[src/rtl/lpif_tx_beat_packer_if.sv]
// Handshake bundle between the DL-layer DW stream, the packer and the LPIF TX.
// slave = the packer's view, master = the neighbours driving it.
interface lpif_tx_beat_packer_if;
  logic [31:0]  dl_data;
  logic         dl_valid;
  logic         dl_sop;
  logic         dl_eop;
  logic         dl_is_dllp;
  logic         dl_ready;
  logic         lp_irdy;
  logic         pl_trdy;
  logic [511:0] lp_data;
  logic [63:0]  lp_valid;
  logic [63:0]  lp_tlpstart;
  logic [63:0]  lp_tlpend;
  logic [63:0]  lp_dlpstart;
  logic [63:0]  lp_dlpend;

  modport slave (
    input  dl_data, dl_valid, dl_sop, dl_eop, dl_is_dllp, pl_trdy,
    output dl_ready, lp_irdy, lp_data, lp_valid,
           lp_tlpstart, lp_tlpend, lp_dlpstart, lp_dlpend
  );

  modport master (
    output dl_data, dl_valid, dl_sop, dl_eop, dl_is_dllp, pl_trdy,
    input  dl_ready, lp_irdy, lp_data, lp_valid,
           lp_tlpstart, lp_tlpend, lp_dlpstart, lp_dlpend
  );
endinterface

[src/rtl/lpif_tx_beat_packer.sv]
// Packs a 32-bit DW stream of TLPs/DLLPs into 512-bit LPIF beats.
// One assembly buffer plus one output register; a completed beat that cannot
// enter the output register parks in the assembly buffer (pending) and stalls
// the DW input until it moves.
module lpif_tx_beat_packer #(
  parameter int BEAT_DW = 16,
  parameter int CNT_W   = 16
) (
  input  logic               pclk,
  input  logic               reset,
  lpif_tx_beat_packer_if.slave bus,
  output logic [CNT_W-1:0]   pkt_count,
  output logic               proto_err
);

  localparam logic [3:0] LAST_SLOT = 4'(BEAT_DW - 1);

  typedef struct packed {
    logic [511:0] data;
    logic [63:0]  valid;
    logic [63:0]  tstart;
    logic [63:0]  tend;
    logic [63:0]  dstart;
    logic [63:0]  dend;
  } beat_t;

  typedef enum logic {IDLE, IN_PKT} state_t;

  state_t           state_q, state_d;
  logic [3:0]       wptr_q, wptr_d;
  beat_t            asm_q, asm_d;
  beat_t            out_q, out_d;
  logic             irdy_q, irdy_d;
  logic             pending_q, pending_d;
  logic             dllp_q, dllp_d;
  logic [CNT_W-1:0] cnt_q, cnt_d;
  logic             err_q, err_d;

  logic             xfer, out_free, acc, typ;
  logic [3:0]       slot;
  beat_t            wbeat;

  // Next-state: output drain, pending move, DW accept/write and beat completion
  always_comb begin
    state_d   = state_q;
    wptr_d    = wptr_q;
    asm_d     = asm_q;
    out_d     = out_q;
    irdy_d    = irdy_q;
    pending_d = pending_q;
    dllp_d    = dllp_q;
    cnt_d     = cnt_q;
    err_d     = 1'b0;
    wbeat     = asm_q;
    slot      = wptr_q;
    typ       = dllp_q;

    xfer     = irdy_q & bus.pl_trdy;
    out_free = !irdy_q | bus.pl_trdy;
    acc      = bus.dl_valid & !pending_q;

    // A transfer empties the output register unless something reloads it below
    if (xfer) begin
      out_d  = '0;
      irdy_d = 1'b0;
    end

    if (pending_q) begin
      if (out_free) begin
        out_d     = asm_q;
        irdy_d    = 1'b1;
        asm_d     = '0;
        pending_d = 1'b0;
      end
    end else if (acc) begin
      if (state_q == IDLE && !bus.dl_sop) begin
        // Stray DW outside a packet: acknowledged and dropped
        err_d = 1'b1;
      end else begin
        if (bus.dl_sop) begin
          typ    = bus.dl_is_dllp;
          dllp_d = bus.dl_is_dllp;
          // Restart mid-packet: throw away the partial beat, begin at slot 0
          if (state_q == IN_PKT) begin
            err_d = 1'b1;
            wbeat = '0;
            slot  = 4'd0;
          end
        end
        wbeat.data[{slot, 5'd0} +: 32] = bus.dl_data;
        wbeat.valid[{slot, 2'd0} +: 4] = 4'hF;
        if (bus.dl_sop) begin
          if (typ) wbeat.dstart[{slot, 2'd0}] = 1'b1;
          else     wbeat.tstart[{slot, 2'd0}] = 1'b1;
        end
        if (bus.dl_eop) begin
          if (typ) wbeat.dend[{slot, 2'd3}] = 1'b1;
          else     wbeat.tend[{slot, 2'd3}] = 1'b1;
          cnt_d = cnt_q + 1'b1;
        end
        state_d = bus.dl_eop ? IDLE : IN_PKT;

        if (bus.dl_eop || slot == LAST_SLOT) begin
          wptr_d = 4'd0;
          if (out_free) begin
            out_d  = wbeat;
            irdy_d = 1'b1;
            asm_d  = '0;
          end else begin
            asm_d     = wbeat;
            pending_d = 1'b1;
          end
        end else begin
          asm_d  = wbeat;
          wptr_d = slot + 4'd1;
        end
      end
    end
  end

  // State registers with synchronous reset
  always_ff @(posedge pclk) begin
    if (reset) begin
      state_q   <= IDLE;
      wptr_q    <= 4'd0;
      asm_q     <= '0;
      out_q     <= '0;
      irdy_q    <= 1'b0;
      pending_q <= 1'b0;
      dllp_q    <= 1'b0;
      cnt_q     <= '0;
      err_q     <= 1'b0;
    end else begin
      state_q   <= state_d;
      wptr_q    <= wptr_d;
      asm_q     <= asm_d;
      out_q     <= out_d;
      irdy_q    <= irdy_d;
      pending_q <= pending_d;
      dllp_q    <= dllp_d;
      cnt_q     <= cnt_d;
      err_q     <= err_d;
    end
  end

  assign bus.dl_ready    = !pending_q;
  assign bus.lp_irdy     = irdy_q;
  assign bus.lp_data     = out_q.data;
  assign bus.lp_valid    = out_q.valid;
  assign bus.lp_tlpstart = out_q.tstart;
  assign bus.lp_tlpend   = out_q.tend;
  assign bus.lp_dlpstart = out_q.dstart;
  assign bus.lp_dlpend   = out_q.dend;
  assign pkt_count       = cnt_q;
  assign proto_err       = err_q;

endmodule
[src/flat_wrapper.sv]
// flat-port wrapper written by rule: the top's interface ports become plain ports
module lpif_tx_beat_packer_flat 
#(
  parameter int BEAT_DW = 16,
  parameter int CNT_W   = 16
)
  (pclk, reset, pkt_count, proto_err, bus_dl_data, bus_dl_valid, bus_dl_sop, bus_dl_eop, bus_dl_is_dllp, bus_pl_trdy, bus_dl_ready, bus_lp_irdy, bus_lp_data, bus_lp_valid, bus_lp_tlpstart, bus_lp_tlpend, bus_lp_dlpstart, bus_lp_dlpend);
  lpif_tx_beat_packer_if bus_i ();
  input  logic pclk;
  input  logic reset;
  output logic [CNT_W-1:0] pkt_count;
  output logic proto_err;
  input wire logic [$bits(bus_i.dl_data)-1:0] bus_dl_data;
  input wire logic [$bits(bus_i.dl_valid)-1:0] bus_dl_valid;
  input wire logic [$bits(bus_i.dl_sop)-1:0] bus_dl_sop;
  input wire logic [$bits(bus_i.dl_eop)-1:0] bus_dl_eop;
  input wire logic [$bits(bus_i.dl_is_dllp)-1:0] bus_dl_is_dllp;
  input wire logic [$bits(bus_i.pl_trdy)-1:0] bus_pl_trdy;
  output wire logic [$bits(bus_i.dl_ready)-1:0] bus_dl_ready;
  output wire logic [$bits(bus_i.lp_irdy)-1:0] bus_lp_irdy;
  output wire logic [$bits(bus_i.lp_data)-1:0] bus_lp_data;
  output wire logic [$bits(bus_i.lp_valid)-1:0] bus_lp_valid;
  output wire logic [$bits(bus_i.lp_tlpstart)-1:0] bus_lp_tlpstart;
  output wire logic [$bits(bus_i.lp_tlpend)-1:0] bus_lp_tlpend;
  output wire logic [$bits(bus_i.lp_dlpstart)-1:0] bus_lp_dlpstart;
  output wire logic [$bits(bus_i.lp_dlpend)-1:0] bus_lp_dlpend;
  assign bus_i.dl_data = bus_dl_data;
  assign bus_i.dl_valid = bus_dl_valid;
  assign bus_i.dl_sop = bus_dl_sop;
  assign bus_i.dl_eop = bus_dl_eop;
  assign bus_i.dl_is_dllp = bus_dl_is_dllp;
  assign bus_i.pl_trdy = bus_pl_trdy;
  assign bus_dl_ready = bus_i.dl_ready;
  assign bus_lp_irdy = bus_i.lp_irdy;
  assign bus_lp_data = bus_i.lp_data;
  assign bus_lp_valid = bus_i.lp_valid;
  assign bus_lp_tlpstart = bus_i.lp_tlpstart;
  assign bus_lp_tlpend = bus_i.lp_tlpend;
  assign bus_lp_dlpstart = bus_i.lp_dlpstart;
  assign bus_lp_dlpend = bus_i.lp_dlpend;
  lpif_tx_beat_packer #(.BEAT_DW(BEAT_DW), .CNT_W(CNT_W)) u_core (.pclk(pclk), .reset(reset), .bus(bus_i), .pkt_count(pkt_count), .proto_err(proto_err));
endmodule
[config.mk]
export PLATFORM = sky130hd
export DESIGN_NAME = lpif_tx_beat_packer_flat
export DESIGN_NICKNAME = d
export VERILOG_FILES = /design/src/rtl/lpif_tx_beat_packer_if.sv /design/src/rtl/lpif_tx_beat_packer.sv /design/src/flat_wrapper.sv
export SDC_FILE = /design/constraint.sdc
export NUM_CORES = 2
export LEC_CHECK = 0
export CORE_MARGIN = 1.5
export CORE_UTILIZATION = 52
export CTS_BUF_LIST = sky130_fd_sc_hd__clkbuf_4
export DETAILED_ROUTE_END_ITERATION = 10
export PLACE_DENSITY_LB_ADDON = 0.3
export SLEW_MARGIN = 10
export SYNTH_ARGS = -nofsm -noshare
export SYNTH_HDL_FRONTEND = slang
export SYNTH_SLANG_ARGS = --single-unit
[constraint.sdc]
create_clock -name pclk -period 11.7 [get_ports pclk]
set_input_delay 2.34 -clock pclk [delete_from_list [all_inputs] [get_ports pclk]]
set_output_delay 2.34 -clock pclk [all_outputs]
set_load 0.02 [all_outputs]
; Yosys cells after proc, flatten, opt, wreduce, memory -nomap -nowiden
; Cells that the tools add are included.
[op_classes]
reduce_logical = 12
eq_ne = 3
n_lt_le_gt_ge = 4
mux = 57
n_bitwise = 11
addsub = 4
shifts = 4
[op_table]
columns = operator, count
row1 = 832-bit 2-to-1 mux, 18
row2 = 512-bit bitwise mux, 1
row3 = 64-bit 2-to-1 mux, 8
row4 = 32-bit by 11-bit variable shift with 512-bit output (first input constant), 1
row5 = 32-bit by 11-bit indexed part select with 512-bit output, 1
row6 = 64-bit by 61-bit bitwise OR with 64-bit output, 2
row7 = 64-bit bitwise OR, 2
row8 = 64-bit bitwise mux, 1
row9 = 4-bit by 8-bit variable shift with 64-bit output (first input constant), 1
row10 = 4-bit by 8-bit indexed part select with 64-bit output (first input constant), 1
row11 = 4-bit 2-to-1 mux, 6
row12 = 1-bit 2-to-1 mux, 21
row13 = 16-bit by 1-bit adder with 16-bit output (second input constant), 1
row14 = 6-bit by 7-bit < comparator with 1-bit output (second input constant), 2
row15 = 6-bit by 1-bit greater-or-equal comparator with 1-bit output (second input constant), 2
row16 = 9-bit negation with 11-bit output, 1
row17 = 1-bit demux with 4-bit select, 2
row18 = 6-bit negation with 8-bit output, 1
row19 = 3-bit AND reduction, 2
row20 = 4-bit by 1-bit adder with 4-bit output (second input constant), 1
row21 = 4-bit == test (second input constant), 1
row22 = 1-bit inverter, 4
row23 = 4-bit AND reduction, 1
row24 = 1-bit logical AND, 3
row25 = 8 further kinds, 11
[word_totals]
out_inout_bits = 851
elab_cells = 114
reg_bits = 1689
inputBits = 39

; Depth between registers and ports, before layout
[depth]
word_depth = 17
ltp_mapped = 19
ltp_nobuf = 9

; Worst setup path after synthesis
; No wires, ideal clock.
[synth_timing]
path_type = input to register
startpoint = in bus_dl_sop
endpoint = reg u_core.asm_q[659] (netlist bit)
path_stages = 15
required_ns = 11.583
setup_time_ns = 0.117
t_arrival_ns = 5.809
path_buffers = 7
setup_slack_ns = 5.774
cell_sequence = buf_2 > nand2_1 > buf_2 > buf_4 > clkbuf_1 > buf_1 > and2_1 > ha_1 > clkbuf_1 > a211oi_1 > o31ai_1 > nor3_1 > o21ai_1 > buf_2 > a32o_1
[synth_between]
elab_chain_len = 12
elab_cells_between_ends = 23
cone_classes = 1 x add/sub / 2 x eq/ne / 2 x shift / 14 x mux / 4 x reduce/logical
[synth_rtl]
columns = item, line_no
row1 = "start, declared", flat_wrapper.sv:15  ; input wire logic [$bits(bus_i.dl_sop)-1:0] bus_dl_sop;
row2 = 4-bit 2-to-1 mux, lpif_tx_beat_packer.sv:80  ; if (bus.dl_sop) begin
row3 = 4-bit 2-to-1 mux, lpif_tx_beat_packer.sv:76  ; if (state_q == IDLE && !bus.dl_sop) begin
row4 = 4-bit 2-to-1 mux, lpif_tx_beat_packer.sv:75  ; end else if (acc) begin
row5 = 4-bit 2-to-1 mux, lpif_tx_beat_packer.sv:68  ; if (pending_q) begin
row6 = 9-bit negation with 11-bit output, lpif_tx_beat_packer.sv:90  ; wbeat.data[{slot, 5'd0} +: 32] = bus.dl_data;
row7 = 32-bit by 11-bit indexed part select with 512-bit output or 32-bit by 11-bit variable shift with 512-bit output (tied branches), lpif_tx_beat_packer.sv:90
row8 = 512-bit bitwise mux, lpif_tx_beat_packer.sv:90
row9 = 832-bit 2-to-1 mux, lpif_tx_beat_packer.sv:105  ; if (out_free) begin
row10 = 832-bit 2-to-1 mux, lpif_tx_beat_packer.sv:103  ; if (bus.dl_eop || slot == LAST_SLOT) begin
row11 = 832-bit 2-to-1 mux, lpif_tx_beat_packer.sv:76
row12 = 832-bit 2-to-1 mux, lpif_tx_beat_packer.sv:75
row13 = 832-bit 2-to-1 mux, lpif_tx_beat_packer.sv:68
row14 = "end signal, assigned", lpif_tx_beat_packer.sv:136  ; asm_q <= asm_d;
row15 = "end, declared", lpif_tx_beat_packer.sv:31  ; beat_t asm_q, asm_d;
; Several ways; a longest one is shown, not always the timed one. The select of a mux whose other input is x is not followed.
; A chain may end at the register's enable or synchronous reset.

; Worst setup path after layout
[layout_timing]
startpoint = in bus_dl_sop
endpoint = reg u_core.asm_q[402] (netlist bit)
; The elaborated chain is that of the path after synthesis.

==> results.py <==
metrics = {
    "run_status": {
        "status": "finished clean",
    },
    "pwr": {
        "p_leak_nw": 30.9,
        "ir_drop_uv": 94.0,
        "pwr_density_cell_mw_per_mm2": 131,
    },
    "finish": {
        "final_common_cell": "dfxtp_1",
        "multi_input_area_mm2": 0.0419,
        "mostFrequentLayoutCells": "1,687 x dfxtp_1, 1,615 x nand2_1, 885 x a21oi_1, 855 x clkdlybuf4s50_1, 643 x clkbuf_4",
        "nFillCells": 13259,
        "fin_nets": 10095,
        "drive_above_1_share_pct": 11.7,
        "seq_area_mm2": 0.0338,
        "area_delta_synth_final_pct": 17.2,
    },
    "placed_design": {
        "gpl.final_weighted_congestion": 0.916,
        "io_buffer_count": 889,
        "place_hpwl_um": 198000,
        "dp_worst_setup_slack_ns": 3.44,
    },
    "floorplan": {
        "start_util_pct": 52.6,
        "core-area_mm2": 0.152,
        "io_pins": 890,
        "die_width_um": 396,
        "die-area_mm2": 0.157,
        "rows": 143,
        "die_height_um": 396,
    },
    "min_path": {
        "hold_start": "u_core.asm_q[9]",
        "min_to": "u_core.bus.lp_dlpend[9]",
        "hold_class": "flip-flop to flip-flop",
        "whs_path_depth": 2,
    },
    "clock_tree": {
        "cts_resized": 0,
        "cts.htree.levels": 5,
        "cts_buffers": 450,
        "clk_pin_slew_worst_paths_ns": 0.08,
        "cts_root_buf": "clkbuf_4",
        "clock_latency_ns": 1.38,
        "postCtsHoldBufs": 0,
        "postCtsSetupBuffers": 0,
        "cts_tree": "built",
        "clock_path_buffers": 4,
        "clkSinkCount": 1689,
    },
    "synth": {
        "synth_area_mm2": 0.0802,
        "synthArstFlopShare_pct": 0,
        "seq_area_frac_synth_pct": 42.2,
        "syn-mean-instance-area_um2": 8.22,
        "synth_cells": 9761,
        "synth_cell_types": 90,
        "synth_ff_type": "dfxtp_1",
        "ys_warn_count": 0,
        "synth_edf_count": 0,
        "synth-seq-cells": 1689,
        "synth_fp_nets": 9807,
    },
    "sta": {
        "min_period_ns": 7.25,
        "worstMarginPinSlew_ns": 1.39,
        "layout_setup_ws_ns": 4.45,
        "rsz0062_at_grt": "no",
        "finalCritPeriodShare_pct": 62.0,
        "maxClockFrequency_mhz": 138,
        "final.setup.tns_ns": 0,
        "maxSlewViolCount": 0,
        "setup_viol": 0,
        "hold_viol": 0,
        "relSlewSlack_pct": 7.48,
        "clock-skew-final_ns": 0.110,
    },
    "routing": {
        "routed-via-count": 86982,
        "firstDrtPassIters": 7,
        "finalWirelength_um": 347000,
        "drc": 0,
        "drt-wirelength-per-cell_um": 28.0,
        "drtIter0Drc": 13279,
        "via_per_inst": 7.01,
        "ant_nets": 0,
    },
    "critical_path": {
        "critPathArrivalTime_ns": 8.46,
        "critPathKind": "input port to flip-flop",
        "max_stage_delay_ns": 0.99,
        "worstPathCellList": "clkdlybuf4s50_1, nand2_4, and2_1, ha_1, a211oi_1, o31a_2, buf_4, nand3_1, nor2_1, a22o_1",
        "reg2reg_slack_ns": 5.83,
        "r2r_cells": 9,
        "end_kind": "flip-flop",
        "r2r-start": "u_core.state_q",
        "worst_path_max_delay_cell": "nand3_1",
        "start_kind": "input port",
        "critical-path-top-delay-family": "simple AND/OR/NAND/NOR gates",
        "crit_buf_inv": 2,
        "cp.depth": 10,
        "reg2reg_to": "u_core.asm_q[402]",
        "worst_ep_required_time_ns": 12.91,
        "critPathMaxFanout": 58,
    },
    "global_route": {
        "overflow": 0,
        "grt_pass1_wl_um": 508000,
        "antenna_found_initial": 20,
        "grt_start_max_net_pins": 249,
        "grt_pass1_vias": 79997,
        "grt_usage_pct": 41.5,
    },
    "run": {
        "drv_cap": 0,
    },
}
[metal layers]
layer	track usage [%]	routed length, um
met5	0	80
met4	32.3	29500
met3	15.3	50400
met2	57.6	142000
met1	51.7	125000
[worst min-delay path: stages, from the launching register on]
cell and delay (ns):
dfxtp_1 0.32, nand2_1 0.06, a311oi_1 0.08
[how the worst max path moves through the flow]
stage | startpoint | end
after floorplan | bus_dl_sop | u_core.asm_q[659]
final | bus_dl_sop | u_core.asm_q[402]
after detailed placement | bus_dl_sop | u_core.asm_q[410]
after CTS | bus_dl_sop | u_core.asm_q[412]
after global placement | bus_dl_sop | u_core.asm_q[415]
after global routing | bus_dl_sop | u_core.asm_q[412]
[Yosys cell counts, types with 83 or more instances]
library cell / n / area share, %
a22o_1: 168 / 1.8
a32o_1: 164 / 2.0
a21oi_1: 888 / 5.5
clkbuf_1: 948 / 4.4
mux2_2: 171 / 2.4
o22ai_1: 241 / 1.9
dfxtp_1: 1689 / 42
nand2_1: 1621 / 7.6
nor4_1: 120 / 0.94
a31oi_1: 186 / 1.5
a221oi_1: 229 / 2.5
o21ai_0: 264 / 1.6
and3_1: 239 / 1.9
buf_2: 170 / 1.1
a22oi_1: 375 / 3.5
a211oi_1: 231 / 2.2
buf_1: 83 / 0.39
nor2_1: 494 / 2.3
o211ai_1: 110 / 1.0
a311oi_1: 271 / 3.0
nand3_1: 319 / 2.0
[logic make-up after synthesis]
group           after synthesis  synth area share (%)
mux                         259                  3.74
fa+ha+maj                     7                 0.109
simple gates               2996                  16.6
flops                      1689                  42.2
xor+xnor                     17                 0.195
buf+inv                    1260                  6.27
compound gates             3533                  30.9
[report_power, final]
group | internal [mW] | switching (mW) | leakage (nW)
combinational | 0.319 | 1.06 | 14.1
sequential | 5.82 | 0.0830 | 13.6
clock | 2.52 | 2.55 | 3.20
[sequential cells by signal, summed over array words and instances, names as in the netlist, 4 cells and up]
| register | count |
|---|---|
| u_core.asm_q | 832 |
| u_core.bus.lp_data | 512 |
| u_core.bus.lp_dlpend | 64 |
| u_core.bus.lp_dlpstart | 64 |
| u_core.bus.lp_tlpend | 64 |
| u_core.bus.lp_tlpstart | 64 |
| u_core.bus.lp_valid | 64 |
| u_core.pkt_count | 16 |
| u_core.wptr_q | 4 |
[per-stage QoR]
| step | area (um2) | utilization [%] | std cells | total power [mW] | hold WS [ns] |
|---|---|---|---|---|---|
| final | 94000 | 61.7 | 12408 | 12.4 | 0.423 |
| after global routing | 94000 | 61.6 | 12400 | 12.7 | 0.465 |
| after CTS | 93900 | 61.6 | 12388 | 12.3 | 0.429 |
| after detailed placement | 88600 | 58.1 | 11627 | 7.34 | 0.450 |
| after global placement | 88600 | 58.1 | 11627 | 7.32 | 0.441 |
| after floorplan | 80200 | - | 9761 | 6.78 | 0.432 |
[cell type report]
class                      instances  area share, %
multi-input combinational       6812           44.5
sequential                      1689           36.0
timing repair buffer            1054           10.9
clock buffer                     643           5.14
tap                             2030           2.70
clock inverter                   118          0.526
inverter                          42          0.186
antenna                           20         0.0533
(Power assumes the default switching activity.)
